===== src/rtl/ex_branch_resolve_pkg.sv =====
// Shared constants, types and helpers for EX-stage branch resolution.
// Holds opcode/funct3 encodings, BHT init value, flush-mask bit positions and immediate decoders.
package ex_branch_resolve_pkg;

  localparam logic [4:0] OP_BRANCH = 5'b11000;
  localparam logic [4:0] OP_JALR   = 5'b11001;
  localparam logic [4:0] OP_JAL    = 5'b11011;

  localparam logic [2:0] F3_BEQ  = 3'b000;
  localparam logic [2:0] F3_BNE  = 3'b001;
  localparam logic [2:0] F3_BLT  = 3'b100;
  localparam logic [2:0] F3_BGE  = 3'b101;
  localparam logic [2:0] F3_BLTU = 3'b110;
  localparam logic [2:0] F3_BGEU = 3'b111;

  localparam logic [1:0] BHT_INIT = 2'b01;

  localparam int FLUSH_EX = 2;
  localparam int FLUSH_ID = 1;
  localparam int FLUSH_IF = 0;
  localparam logic [2:0] FLUSH_ALL = (3'b001 << FLUSH_EX) | (3'b001 << FLUSH_ID) | (3'b001 << FLUSH_IF);

  typedef enum logic {
    ST_IDLE  = 1'b0,
    ST_FLUSH = 1'b1
  } br_state_e;

  function automatic logic [31:0] imm_b(input logic [31:0] inst);
    return {{20{inst[31]}}, inst[7], inst[30:25], inst[11:8], 1'b0};
  endfunction

  function automatic logic [31:0] imm_j(input logic [31:0] inst);
    return {{12{inst[31]}}, inst[19:12], inst[20], inst[30:21], 1'b0};
  endfunction

  function automatic logic [31:0] imm_i(input logic [31:0] inst);
    return {{21{inst[31]}}, inst[30:20]};
  endfunction

  function automatic logic [1:0] sat_update(input logic [1:0] ctr, input logic taken);
    logic [1:0] nxt;
    nxt = ctr;
    if (taken && ctr != 2'b11) nxt = ctr + 2'b01;
    else if (!taken && ctr != 2'b00) nxt = ctr - 2'b01;
    return nxt;
  endfunction

endpackage


===== src/rtl/ex_branch_resolve_bht_2bit.sv =====
// Table of 2-bit saturating taken/not-taken counters.
// Combinational read; a same-cycle update is only visible after the clock edge.
module bht_2bit
  import ex_branch_resolve_pkg::*;
#(
  parameter int BHT_ENTRIES = 64,
  localparam int IDX_W = $clog2(BHT_ENTRIES)
) (
  input  logic             clk,
  input  logic             rst,
  input  logic [IDX_W-1:0] rd_idx,
  output logic [1:0]       rd_ctr,
  input  logic             upd_en,
  input  logic [IDX_W-1:0] upd_idx,
  input  logic             upd_taken
);

  logic [1:0] ctr_q [BHT_ENTRIES];

  assign rd_ctr = ctr_q[rd_idx];

  always_ff @(posedge clk) begin
    if (rst) begin
      for (int i = 0; i < BHT_ENTRIES; i++) begin
        ctr_q[i] <= BHT_INIT;
      end
    end else if (upd_en) begin
      ctr_q[upd_idx] <= sat_update(ctr_q[upd_idx], upd_taken);
    end
  end

endmodule


===== src/rtl/ex_branch_resolve.sv =====
// EX-stage branch/jump resolution: checks ID's speculative redirect, issues a registered
// redirect + flush on mispredict, owns the BHT and keeps branch/mispredict statistics.
module ex_branch_resolve
  import ex_branch_resolve_pkg::*;
#(
  parameter int BHT_ENTRIES = 64,
  parameter int CNT_WIDTH   = 32
) (
  input  logic                 clk,
  input  logic                 rst,
  input  logic [31:0]          id_pc,
  output logic                 id_pred_taken,
  input  logic                 ex_valid,
  input  logic [31:0]          ex_inst,
  input  logic [31:0]          ex_pc,
  input  logic [31:0]          ex_rs1,
  input  logic [31:0]          ex_rs2,
  input  logic                 ex_pred_taken,
  input  logic [31:0]          ex_pred_target,
  output logic                 redirect,
  output logic [31:0]          redirect_pc,
  output logic [2:0]           flush,
  output logic [CNT_WIDTH-1:0] br_count,
  output logic [CNT_WIDTH-1:0] mispred_count
);

  localparam int IDX_W = $clog2(BHT_ENTRIES);

  br_state_e            state_q;
  logic                 redirect_q;
  logic [31:0]          redirect_pc_q;
  logic [2:0]           flush_q;
  logic [CNT_WIDTH-1:0] br_count_q, br_count_d;
  logic [CNT_WIDTH-1:0] mispred_count_q, mispred_count_d;

  logic [4:0]  opcode;
  logic [2:0]  funct3;
  logic        is_branch, is_jal, is_jalr;
  logic        cond_taken, actual_taken;
  logic [31:0] actual_target, correct_pc;
  logic        resolve, mispredict;
  logic [1:0]  id_ctr;

  assign opcode    = ex_inst[6:2];
  assign funct3    = ex_inst[14:12];
  assign is_branch = (opcode == OP_BRANCH);
  assign is_jal    = (opcode == OP_JAL);
  assign is_jalr   = (opcode == OP_JALR);

  always_comb begin
    cond_taken = 1'b0;
    case (funct3)
      F3_BEQ:  cond_taken = (ex_rs1 == ex_rs2);
      F3_BNE:  cond_taken = (ex_rs1 != ex_rs2);
      F3_BLT:  cond_taken = ($signed(ex_rs1) < $signed(ex_rs2));
      F3_BGE:  cond_taken = ($signed(ex_rs1) >= $signed(ex_rs2));
      F3_BLTU: cond_taken = (ex_rs1 < ex_rs2);
      F3_BGEU: cond_taken = (ex_rs1 >= ex_rs2);
      default: cond_taken = 1'b0;
    endcase
  end

  // JALR clears bit 0 of the computed address; PC-relative targets are already even.
  always_comb begin
    actual_target = ex_pc + (is_jal ? imm_j(ex_inst) : imm_b(ex_inst));
    if (is_jalr) actual_target = (ex_rs1 + imm_i(ex_inst)) & ~32'd1;
  end

  assign actual_taken = is_jal || is_jalr || (is_branch && cond_taken);
  assign correct_pc   = actual_taken ? actual_target : ex_pc + 32'd4;
  assign resolve      = ex_valid && (state_q == ST_IDLE) && (is_branch || is_jal || is_jalr);
  assign mispredict   = resolve &&
                        ((actual_taken != ex_pred_taken) ||
                         (actual_taken && (ex_pred_target != actual_target)));

  // The FLUSH state swallows the wrong-path instruction that follows a redirect.
  always_ff @(posedge clk) begin
    if (rst) begin
      state_q       <= ST_IDLE;
      redirect_q    <= 1'b0;
      redirect_pc_q <= 32'd0;
      flush_q       <= 3'b000;
    end else begin
      case (state_q)
        ST_IDLE: begin
          if (mispredict) begin
            state_q       <= ST_FLUSH;
            redirect_q    <= 1'b1;
            redirect_pc_q <= correct_pc;
            flush_q       <= FLUSH_ALL;
          end else begin
            redirect_q    <= 1'b0;
            redirect_pc_q <= 32'd0;
            flush_q       <= 3'b000;
          end
        end
        default: begin
          state_q       <= ST_IDLE;
          redirect_q    <= 1'b0;
          redirect_pc_q <= 32'd0;
          flush_q       <= 3'b000;
        end
      endcase
    end
  end

  assign br_count_d      = br_count_q + (resolve ? CNT_WIDTH'(1) : CNT_WIDTH'(0));
  assign mispred_count_d = mispred_count_q + (mispredict ? CNT_WIDTH'(1) : CNT_WIDTH'(0));

  always_ff @(posedge clk) begin
    if (rst) begin
      br_count_q      <= '0;
      mispred_count_q <= '0;
    end else begin
      br_count_q      <= br_count_d;
      mispred_count_q <= mispred_count_d;
    end
  end

  bht_2bit #(
    .BHT_ENTRIES(BHT_ENTRIES)
  ) u_bht (
    .clk      (clk),
    .rst      (rst),
    .rd_idx   (id_pc[IDX_W+1:2]),
    .rd_ctr   (id_ctr),
    .upd_en   (resolve && is_branch),
    .upd_idx  (ex_pc[IDX_W+1:2]),
    .upd_taken(actual_taken)
  );

  logic unused_bits;
  assign unused_bits = ^{ex_inst[1:0], id_pc[31:IDX_W+2], id_pc[1:0], id_ctr[0]};

  assign id_pred_taken = id_ctr[1];
  assign redirect      = redirect_q;
  assign redirect_pc   = redirect_pc_q;
  assign flush         = flush_q;
  assign br_count      = br_count_q;
  assign mispred_count = mispred_count_q;

endmodule

===== config.mk =====
export PLATFORM = sky130hd
export DESIGN_NAME = ex_branch_resolve
export DESIGN_NICKNAME = d
export VERILOG_FILES = /design/src/rtl/ex_branch_resolve_pkg.sv /design/src/rtl/ex_branch_resolve_bht_2bit.sv /design/src/rtl/ex_branch_resolve.sv
export SDC_FILE = /design/constraint.sdc
export NUM_CORES = 1
export LEC_CHECK = 0
export ABC_AREA = 0
export BUFFER_PORTS_ARGS = -buffer_cell sky130_fd_sc_hd__buf_4
export CORE_MARGIN = 10
export CORE_UTILIZATION = 30
export DETAILED_ROUTE_END_ITERATION = 6
export MAX_ROUTING_LAYER = met4
export SYNTH_ARGS = -nofsm -noshare
export SYNTH_HDL_FRONTEND = slang
export SYNTH_SLANG_ARGS = --single-unit

===== constraint.sdc =====
create_clock -name clk -period 19.44 [get_ports clk]
set_input_delay 3.888 -clock clk [delete_from_list [all_inputs] [get_ports clk]]
set_output_delay 3.888 -clock clk [all_outputs]
set_load 0.02 [all_outputs]

==> flow_summary.json, run 1 <==
{
  "multi_input_area_um2": 10600,
  "slew_headroom_pct": 27.0,
  "grt_util_all_layers_pct": 18.5,
  "dp_cells": 2903,
  "power_frac_clock_pct": 37.5,
  "dr_total_vias": 16200,
  "crit_type": "input pin to register",
  "dominantRegCellSynth": "edfxtp_1",
  "hold_path.class": "register to register",
  "finClkSkew_ns": 0.0228,
  "setup_tns_ns": 0,
  "post_cts_buffers": 0,
  "nFillCells": 5832,
  "ios": 297,
  "period_needed_ns": 10.83,
  "grt_pass1_vias": 16000,
  "synth_edf_count": 128,
  "fmaxAchievable_mhz": 92.3,
  "die_area_um2": 66900,
  "hold_buffers": 0,
  "cts_buffer_depth": 3,
  "wirelength_um": 62700,
  "dr.pass1.iters": 6,
  "insertion_delay_ns": 0.56,
  "status": "complete, no violations",
  "nets": 2473,
  "htreeDepth": 1,
  "cap_violations": 0,
  "cp-start-kind": "input pin",
  "cp_max_fo": 34,
  "overflow": 0,
  "p_comb_share_pct": 25.2,
  "yosys_warnings": 0,
  "area_delta_synth_final_pct": 20.6,
  "fp.coreArea_um2": 56400,
  "route.detailed.drc": 0,
  "antenna_found_initial": 6,
  "syn_nets": 2283,
  "p_sw_mw": 0.431,
  "cts_buffers": 27,
  "drive_gt1_share_pct": 19.3,
  "power_density_nw_per_um2": 67.1,
  "setup_viol": 0,
  "die_x_um": 259,
  "cts_tree": "done",
  "clock_sinks": 225,
  "grt_pass1_wl_um": 94800,
  "synth_cell_types": 87,
  "async_flop_share_pct": 0,
  "cp.required_ns": 19.85,
  "ir_drop_mv": 0.0508,
  "power.leakage_nw": 8.12,
  "worst_slew_pin_slew_ns": 1.09,
  "swShare_pct": 31.2,
  "place.gp.congestion": 0.928,
  "rows": 87,
  "antenna_left": 0,
  "path_clk_slew_ns": 0.05,
  "post-route-period-util_pct": 55.7,
  "synth_area_per_cell_um2": 8.60,
  "die_h_um": 259,
  "p_int_mw": 0.951,
  "slew_viol_final": 0,
  "critical_path_arrival_ns": 11.24,
  "syn_area_um2": 17100,
  "via_per_inst": 5.49,
  "syn_inst": 1986,
  "critPathCaptureType": "register",
  "clockRootBuffer": "clkbuf_16",
  "ys_seq_elements": 225,
  "rsz0062_at_grt": "no",
  "drt_iter0_drc": 1344,
  "instances_no_fill": 2960,
  "io_buffers": 268,
  "ctsResizeCount": 0,
  "wl_per_cell_um": 21.2,
  "initial_core_util_pct": 30.3,
  "hold_viol_final": 0,
  "synth_seq_area_share_pct": 33.9,
  "hpwl_um": 48600,
  "grt_max_degree": 68,
  "pwr-share-seq_pct": 37.2,
  "p_total_mw": 1.38,
  "ff_latch_area_um2": 5790
}
==> state kept, by name, summed over array words and instances, names as in the netlist <==
name           flops
mispred_count     32
flush              1
u_bht.ctr_q      128
br_count          32
redirect_pc       32
==> per-stage QoR <==
step | setup WS [ns] | hold slack (ns) | utilization (%) | cell area, um2
after global routing | 8.14 | 0.524 | 36.5 | 20600
final | 8.61 | 0.503 | 36.5 | 20600
after CTS | 8.73 | 0.504 | 36.5 | 20600
after detailed placement | 8.20 | 0.495 | 34.9 | 19700
after global placement | 8.21 | 0.478 | 34.9 | 19700
after floorplan | 9.18 | 0.566 | - | 17100
==> cell usage after synthesis (14+ instances only) <==
| cell | n | area share [%] |
|---|---|---|
| a211oi_1 | 17 | 0.75 |
| a21o_1 | 48 | 2.1 |
| a21oi_1 | 97 | 2.8 |
| a22oi_1 | 46 | 2.0 |
| a31oi_1 | 25 | 0.92 |
| and2_1 | 14 | 0.51 |
| and3_1 | 31 | 1.1 |
| buf_1 | 15 | 0.33 |
| buf_2 | 18 | 0.53 |
| clkbuf_1 | 85 | 1.9 |
| dfxtp_1 | 97 | 11 |
| edfxtp_1 | 128 | 23 |
| ha_1 | 99 | 7.3 |
| inv_1 | 52 | 1.1 |
| mux2i_1 | 20 | 1.2 |
| mux4_2 | 21 | 2.8 |
| nand2_1 | 192 | 4.2 |
| nand2b_1 | 21 | 0.77 |
| nand3_1 | 117 | 3.4 |
| nand4_1 | 58 | 2.1 |
| nor2_1 | 211 | 4.6 |
| nor3_1 | 80 | 2.3 |
| o211ai_1 | 14 | 0.62 |
| o21ai_0 | 64 | 1.9 |
| or2_2 | 36 | 1.3 |
| or3_1 | 23 | 0.84 |
| xnor2_1 | 64 | 3.3 |
| xor2_1 | 86 | 4.4 |
==> power groups by stage <==
| stage | combinational [mW] | clock, mW | sequential (mW) |
|---|---|---|---|
| after global routing | 0.380 | 0.548 | 0.515 |
| after detailed placement | 0.344 | 0 | 0.525 |
| after floorplan | 0.227 | 0 | 0.523 |
| after CTS | 0.346 | 0.527 | 0.514 |
| after global placement | 0.340 | 0 | 0.524 |
| final | 0.349 | 0.519 | 0.515 |
==> per-layer routing <==
| metal | up-vias | part of all wire (%) | global-route usage, % |
|---|---|---|---|
| met5 | - | 0 | - |
| met4 | 0 | 2.6 | 4.97 |
| met3 | 101 | 8.1 | 4.25 |
| met2 | 605 | 47 | 30.2 |
| met1 | 7822 | 42 | 22.7 |
| li1 | 7709 | - | - |
==> path summary, 6_finish.rpt <==
path	from	end	slack, ns	cells after the start
worst min register to register	br_count[20]$_SDFF_PP0_	br_count[20]$_SDFF_PP0_	0.50	2
worst min-delay path	br_count[20]$_SDFF_PP0_	br_count[20]$_SDFF_PP0_	0.50	2
worst max-delay path	ex_inst[4]	mispred_count[26]$_SDFF_PP0_	8.61	27
worst max register to register	u_bht.ctr_q[46][0]$_SDFFCE_PN1P_	u_bht.ctr_q[15][0]$_SDFFCE_PN1P_	15.46	12
==> layout by cell type, fill, tap and decap left out, drive strengths merged, types with 13 or more instances in the layout <==
master	netlist	final
or3	23	23
nor3	81	81
a221oi	13	13
and3	31	31
mux4	21	21
nand2b	21	21
nand3	117	117
xnor2	64	64
a211oi	17	17
a21oi	101	101
o21ai	66	66
clkbuf	86	35
nand2	192	192
a31oi	25	25
edfxtp	128	128
inv	52	55
o211ai	14	14
or2	36	36
nand4	58	58
a21o	48	48
nor2	211	211
and2	16	16
a22oi	46	46
nor3b	17	17
mux2i	20	20
xor2	86	86
ha	99	99
dfxtp	97	97
buf	41	288
==> critical path: stages <==
cell and delay [ns]:
buf_4 0.10, and3b_1 0.57, and3_1 0.73, mux2_2 0.41
ha_1 0.21, fa_1 0.43, a211oi_1 0.35, o21bai_1 0.14
a21oi_2 0.18, xor2_1 0.27, xnor2_1 0.12, o311ai_0 0.36
o21ai_0 0.15, or4_1 0.58, nor4_1 0.55, and4b_1 0.31
buf_4 0.36, nor2b_1 0.16, ha_1 0.25, ha_1 0.22
nand2_1 0.12, nor2_1 0.10, and3_1 0.22, nand4_1 0.16
nor2_1 0.07, xnor2_1 0.13, nor2_1 0.05
==> logic make-up after synthesis <==
| logic type | Yosys count | synth area share, % |
|---|---|---|
| adder cells (fa/ha/maj) | 101 | 7.49 |
| multiplexers | 48 | 4.40 |
| buffers and inverters | 179 | 4.32 |
| AO/OA/AOI/OAI | 413 | 16.7 |
| XOR/XNOR | 151 | 7.83 |
| AND/OR/NAND/NOR | 869 | 25.4 |
| flip-flops | 225 | 33.9 |
==> area by class of cell <==
class	instances	area share, %
Clock inverter	15	0.796
Tap cell	756	4.59
Timing Repair Buffer	288	10.5
Antenna cell	7	0.0850
Sequential cell	225	28.1
Inverter	52	0.948
Multi-Input combinational cell	1582	51.4
Clock buffer	35	3.64
(Power assumes the default switching activity.)
==> run 2, diff against run 1 <==
==> constraint.sdc (replaced) <==
create_clock -name clk -period 10.7 [get_ports clk]
set_input_delay 2.14 -clock clk [delete_from_list [all_inputs] [get_ports clk]]
set_output_delay 2.14 -clock clk [all_outputs]
set_load 0.02 [all_outputs]
==> run 2 against run 1 <==
Against the previous run:
- clock-buffer cell count fell by 2
- total power increased by 80%
- global-route usage decreased by 0.18 points
- clock skew down 0.0040 ns
- routed wire length down 0.49%
- sequential power rose by 82%
- first-iteration DRC count down 2.8%
- critical endpoint is now mispred_count[30]$_SDFF_PP0_
- the run now ends with DRC left
- combinational power increased by 81%
- non-clock buffer count is 1 higher
- setup slack got worse by 6.5 ns
- sequential share of layout area about the same
- design area is 0.14% lower
==> flow_summary.json, run 2 (same netlist as run 1, synthesis figures left out) <==
{
  "hpwl_um": 48300,
  "cp.depth": 23,
  "initial_core_util_pct": 30.3,
  "die_area_um2": 66900,
  "cp-start-kind": "input pin",
  "drt_iter0_drc": 1306,
  "via_per_inst": 5.50,
  "nets": 2474,
  "period_needed_ns": 8.64,
  "cap_violations": 0,
  "hold_path.class": "register to register",
  "wl_per_cell_um": 21.1,
  "setup_viol": 0,
  "path_cells": "buf_4 > and3b_1 > and3_1 > mux2_2 > ha_1 > nand4_1 > a211oi_1 > o21bai_1 > nand3_1 > o211ai_1 > a2111oi_0 > a31oi_1 > and4_1 > and4b_1 > nor2b_1 > ha_1 > ha_1 > nand2_1 > nor2_1 > and3_1 > nand4_1 > or3_1 > a21oi_1",
  "p_total_mw": 2.49,
  "io_buffers": 268,
  "grt_pass1_wl_um": 94000,
  "htreeDepth": 1,
  "rr_endpoint": "u_bht.ctr_q[11][0]$_SDFFCE_PN1P_",
  "cp.required_ns": 11.20,
  "worst_slew_pin_slew_ns": 1.24,
  "grt_util_all_layers_pct": 18.3,
  "final_common_cell": "buf_4",
  "dr.pass1.iters": 7,
  "place.gp.congestion": 0.906,
  "wirelength_um": 62400,
  "rsz0062_at_grt": "no",
  "reg2regPathDepth": 12,
  "post-route-period-util_pct": 80.7,
  "violations": "DRC",
  "post_cts_buffers": 0,
  "cts_tree": "done",
  "status": "finished with violations",
  "antenna_left": 0,
  "rr_startpoint": "u_bht.ctr_q[46][0]$_SDFFCE_PN1P_",
  "path_clk_slew_ns": 0.06,
  "finClkSkew_ns": 0.0188,
  "worst_path_most_repeated_cell": "ha_1",
  "drive_gt1_share_pct": 19.1,
  "critPathTopFamily": "simple AND/OR/NAND/NOR gates",
  "rows": 87,
  "largest_reg_flops": 128,
  "grt_max_degree": 68,
  "r2r_slack_ns": 6.80,
  "dr_total_vias": 16300,
  "cp_max_fo": 14,
  "hold_viol_final": 0,
  "power_density_nw_per_um2": 121,
  "slew_viol_final": 0,
  "power.leakage_nw": 8.11,
  "area_delta_synth_final_pct": 20.5,
  "critical_path_arrival_ns": 9.13,
  "nFillCells": 5808,
  "clockRootBuffer": "clkbuf_16",
  "ios": 297,
  "layout_common_cells": "289 x buf_4, 209 x nor2_1, 192 x nand2_1",
  "slew_headroom_pct": 17.0,
  "slowest_delay_ns": 0.67,
  "ir_drop_mv": 0.106,
  "route.detailed.drc": 2,
  "die_x_um": 259,
  "critPathCaptureType": "register",
  "grt_pass1_vias": 15900,
  "cp.buffers_inverters": 1,
  "setup_tns_ns": 0,
  "critPathLaunch": "ex_inst[4]",
  "crit_type": "input pin to register",
  "fin_area_um2": 20600,
  "place_area_um2": 19700,
  "cts_buffer_depth": 3,
  "worst_path_max_delay_cell": "a211oi_1",
  "ctsResizeCount": 0,
  "setup.worst_path.end": "mispred_count[30]$_SDFF_PP0_",
  "fp.coreArea_um2": 56400,
  "fmaxAchievable_mhz": 116,
  "cts_buffers": 27,
  "insertion_delay_ns": 0.57,
  "die_h_um": 259,
  "antenna_found_initial": 5,
  "clock_sinks": 225,
  "overflow": 0,
  "regMostFlops": "u_bht.ctr_q",
  "hold_buffers": 0
}
## run 2: changes by cell type in the layout (fill, tap and decap cells not counted), moves of 2 or more
cell / delta
clkbuf_1: +3
clkinv_1: +2
clkbuf_8: -4
clkinv_4: +2
## run 2: how the worst min path moves through the flow
stage,start,endpoint,slack [ns],cells after the start
after floorplan,br_count[18]$_SDFF_PP0_,br_count[18]$_SDFF_PP0_,0.57,2
after global placement,br_count[18]$_SDFF_PP0_,br_count[18]$_SDFF_PP0_,0.48,2
after detailed placement,br_count[20]$_SDFF_PP0_,br_count[20]$_SDFF_PP0_,0.50,2
after CTS,br_count[20]$_SDFF_PP0_,br_count[20]$_SDFF_PP0_,0.50,2
after global routing,br_count[20]$_SDFF_PP0_,br_count[20]$_SDFF_PP0_,0.53,2
final,br_count[20]$_SDFF_PP0_,br_count[20]$_SDFF_PP0_,0.50,2
## run 2: where the power goes
group	internal (mW)	total [mW]	switching (mW)
Combinational	0.234	0.633	0.399
Sequential	0.927	0.935	0.00799
Clock	0.540	0.921	0.381
## run 2: routing by layer
layer	wire length (um)	share of wire (%)	up-vias	global-route usage, %
li1	-	-	7717	-
met2	28800	46	667	29.3
met5	0	0	-	-
met4	1900	3.0	0	6.13
met3	5200	8.3	97	3.71
met1	26500	42	7798	22.8
## run 2: cell type report
type | instances | area (um2) | share of cell area (%)
Clock buffer | 33 | 698 | 3.39
Sequential cell | 225 | 5790 | 28.1
Tap cell | 756 | 946 | 4.60
Inverter | 52 | 195 | 0.949
Antenna cell | 6 | 15.0 | 0.0730
Multi-Input combinational cell | 1582 | 10600 | 51.4
Clock inverter | 17 | 181 | 0.882
Timing Repair Buffer | 289 | 2170 | 10.5
## run 2: per-stage QoR
stage	util (%)	cells	worst slack, ns	hold slack, ns
after global routing	36.5	2960	1.74	0.529
final	36.5	2960	2.06	0.500
after global placement	34.9	2904	1.82	0.483
after CTS	36.4	2954	2.24	0.503
after floorplan	-	1986	2.63	0.566
after detailed placement	34.9	2904	1.67	0.495
## run 2: tightest hold or removal path, delay by kind of cell, from the launching register on
kind           cells  cell delay (ns)
flip-flops         1             0.32
AO/OA/AOI/OAI      2             0.13
==> run 3, diff against run 2 <==
==> constraint.sdc (replaced) <==
create_clock -name clk -period 7.7 [get_ports clk]
set_input_delay 1.54 -clock clk [delete_from_list [all_inputs] [get_ports clk]]
set_output_delay 1.54 -clock clk [all_outputs]
set_load 0.02 [all_outputs]
==> run 3 against run 2 <==
Against the previous run:
- the run now ends clean
- total power up 40%
- setup slack lost 1.6 ns
- sequential cell count stayed put
- highest routed layer unchanged
- via count is 0.14% higher
==> flow_summary.json, run 3 (same netlist as run 1, synthesis figures left out) <==
{
  "status": "complete, no violations",
  "cp_max_fo": 3,
  "critPathCaptureType": "register",
  "die_area_um2": 66900,
  "slowest_delay_ns": 0.56,
  "layout_common_cells": "311 x buf_4, 209 x nor2_1, 192 x nand2_1",
  "post-route-period-util_pct": 93.7,
  "nets": 2496,
  "io_buffers": 268,
  "hold_buffers": 0,
  "antenna_found_initial": 6,
  "period_needed_ns": 7.22,
  "crit_type": "input pin to register",
  "die_x_um": 259,
  "fp.coreArea_um2": 56400,
  "wirelength_um": 63200,
  "hold_viol_final": 0,
  "pwr-share-seq_pct": 37.3,
  "cts_tree": "done",
  "grt_util_all_layers_pct": 18.6,
  "post_cts_buffers": 0,
  "route.detailed.drc": 0,
  "overflow": 0,
  "ios": 297,
  "worst_slew_pin_slew_ns": 1.13,
  "drive_gt1_share_pct": 20.1,
  "insertion_delay_ns": 0.56,
  "die_h_um": 259,
  "grt_pass1_wl_um": 94900,
  "cap_violations": 0,
  "rsz0062_at_grt": "no",
  "critPathTopFamily": "simple AND/OR/NAND/NOR gates",
  "rr_startpoint": "u_bht.ctr_q[30][0]$_SDFFCE_PN1P_",
  "swShare_pct": 31.1,
  "final_common_cell": "buf_4",
  "clock_sinks": 225,
  "power.leakage_nw": 8.23,
  "worst_path_max_delay_cell": "or4_1",
  "ir_drop_mv": 0.147,
  "setup_tns_ns": 0,
  "hold_path.class": "register to register",
  "dr.pass1.iters": 5,
  "dp_cells": 2927,
  "drt_iter0_drc": 1206,
  "place.gp.congestion": 0.904,
  "instances_no_fill": 2983,
  "p_int_mw": 2.40,
  "largest_reg_flops": 128,
  "path_clk_slew_ns": 0.06,
  "cts_buffers": 26,
  "cp.buffers_inverters": 3,
  "setup_viol": 0,
  "cp.required_ns": 8.10,
  "p_sw_mw": 1.08,
  "nFillCells": 5815,
  "hpwl_um": 49000,
  "rows": 87,
  "critical_path_arrival_ns": 7.62,
  "wl_per_cell_um": 21.2,
  "clockRootBuffer": "clkbuf_16",
  "slew_viol_final": 0,
  "cp-start-kind": "input pin",
  "cts_buffer_depth": 3,
  "p_comb_share_pct": 25.8,
  "worst_path_most_repeated_cell": "ha_1",
  "slew_headroom_pct": 24.6,
  "fmaxAchievable_mhz": 139,
  "initial_core_util_pct": 30.3,
  "power_density_nw_per_um2": 168,
  "dr_total_vias": 16300,
  "critPathLaunch": "ex_inst[4]",
  "area_delta_synth_final_pct": 21.6,
  "antenna_left": 0,
  "grt_max_degree": 69,
  "ctsResizeCount": 0,
  "min_from": "br_count[20]$_SDFF_PP0_",
  "via_per_inst": 5.46,
  "htreeDepth": 1,
  "grt_pass1_vias": 16000,
  "regMostFlops": "u_bht.ctr_q",
  "finClkSkew_ns": 0.0354,
  "power_frac_clock_pct": 37.0
}
-- run 3: cell type report --
| class | instances | area, um2 | share of cell area (%) |
|---|---|---|---|
| antenna | 8 | 20.0 | 0.0964 |
| clock buffer | 33 | 701 | 3.37 |
| clock inverter | 15 | 185 | 0.892 |
| inverter | 52 | 195 | 0.940 |
| multi-input combinational | 1582 | 10600 | 50.9 |
| sequential | 225 | 5790 | 27.9 |
| tap | 756 | 946 | 4.55 |
| timing repair buffer | 312 | 2350 | 11.3 |
-- run 3: final timing paths --
check | endpoint | slack [ns] | cells after the start
worst max-delay path | mispred_count[22]$_SDFF_PP0_ | 0.48 | 27
worst min register to register | br_count[20]$_SDFF_PP0_ | 0.50 | 2
worst min-delay path | br_count[20]$_SDFF_PP0_ | 0.50 | 2
worst max register to register | u_bht.ctr_q[22][0]$_SDFFCE_PN1P_ | 3.79 | 12
-- run 3: power groups by stage --
stage               sequential (mW)  combinational [mW]  clock (mW)
finish                         1.30               0.898        1.29
global route                   1.30               0.977        1.36
CTS                            1.30               0.892        1.32
detailed placement             1.32               0.888           0
global placement               1.32               0.878           0
floorplan                      1.32               0.574           0
-- run 3: worst reg2reg max path, stage by stage, from the launching register on --
cell and delay [ns]:
edfxtp_1 0.36, a22o_1 0.22, a221oi_1 0.22, a31oi_1 0.17
a21oi_1 0.18, nor2_1 0.07, nor4_2 0.71, inv_1 0.11
ha_1 0.26, mux2i_1 0.32, xor2_4 0.16, buf_4 0.63
nand3_1 0.18
-- run 3: routing by layer --
metal | track usage, % | vias up | share of wire (%)
met5 | - | - | 0
met4 | 5.37 | 0 | 2.6
met3 | 4.15 | 79 | 8.7
met2 | 30.0 | 660 | 47
met1 | 23.0 | 7806 | 42
li1 | - | 7756 | -
-- run 3: metrics by stage --
stage          cell area [um2]  total power [mW]  util (%)  setup slack, ns  hold WS (ns)
2_1_floorplan            17100              1.89         -            0.225         0.566
4_1_cts                  20700              3.51      36.8            0.547         0.511
6_report                 20800              3.49      36.8            0.481         0.503
5_1_grt                  20800              3.63      36.8            0.162         0.539
3_3_place_gp             19900              2.20      35.2          0.00689         0.483
3_5_place_dp             19900              2.21      35.2          0.00507         0.503
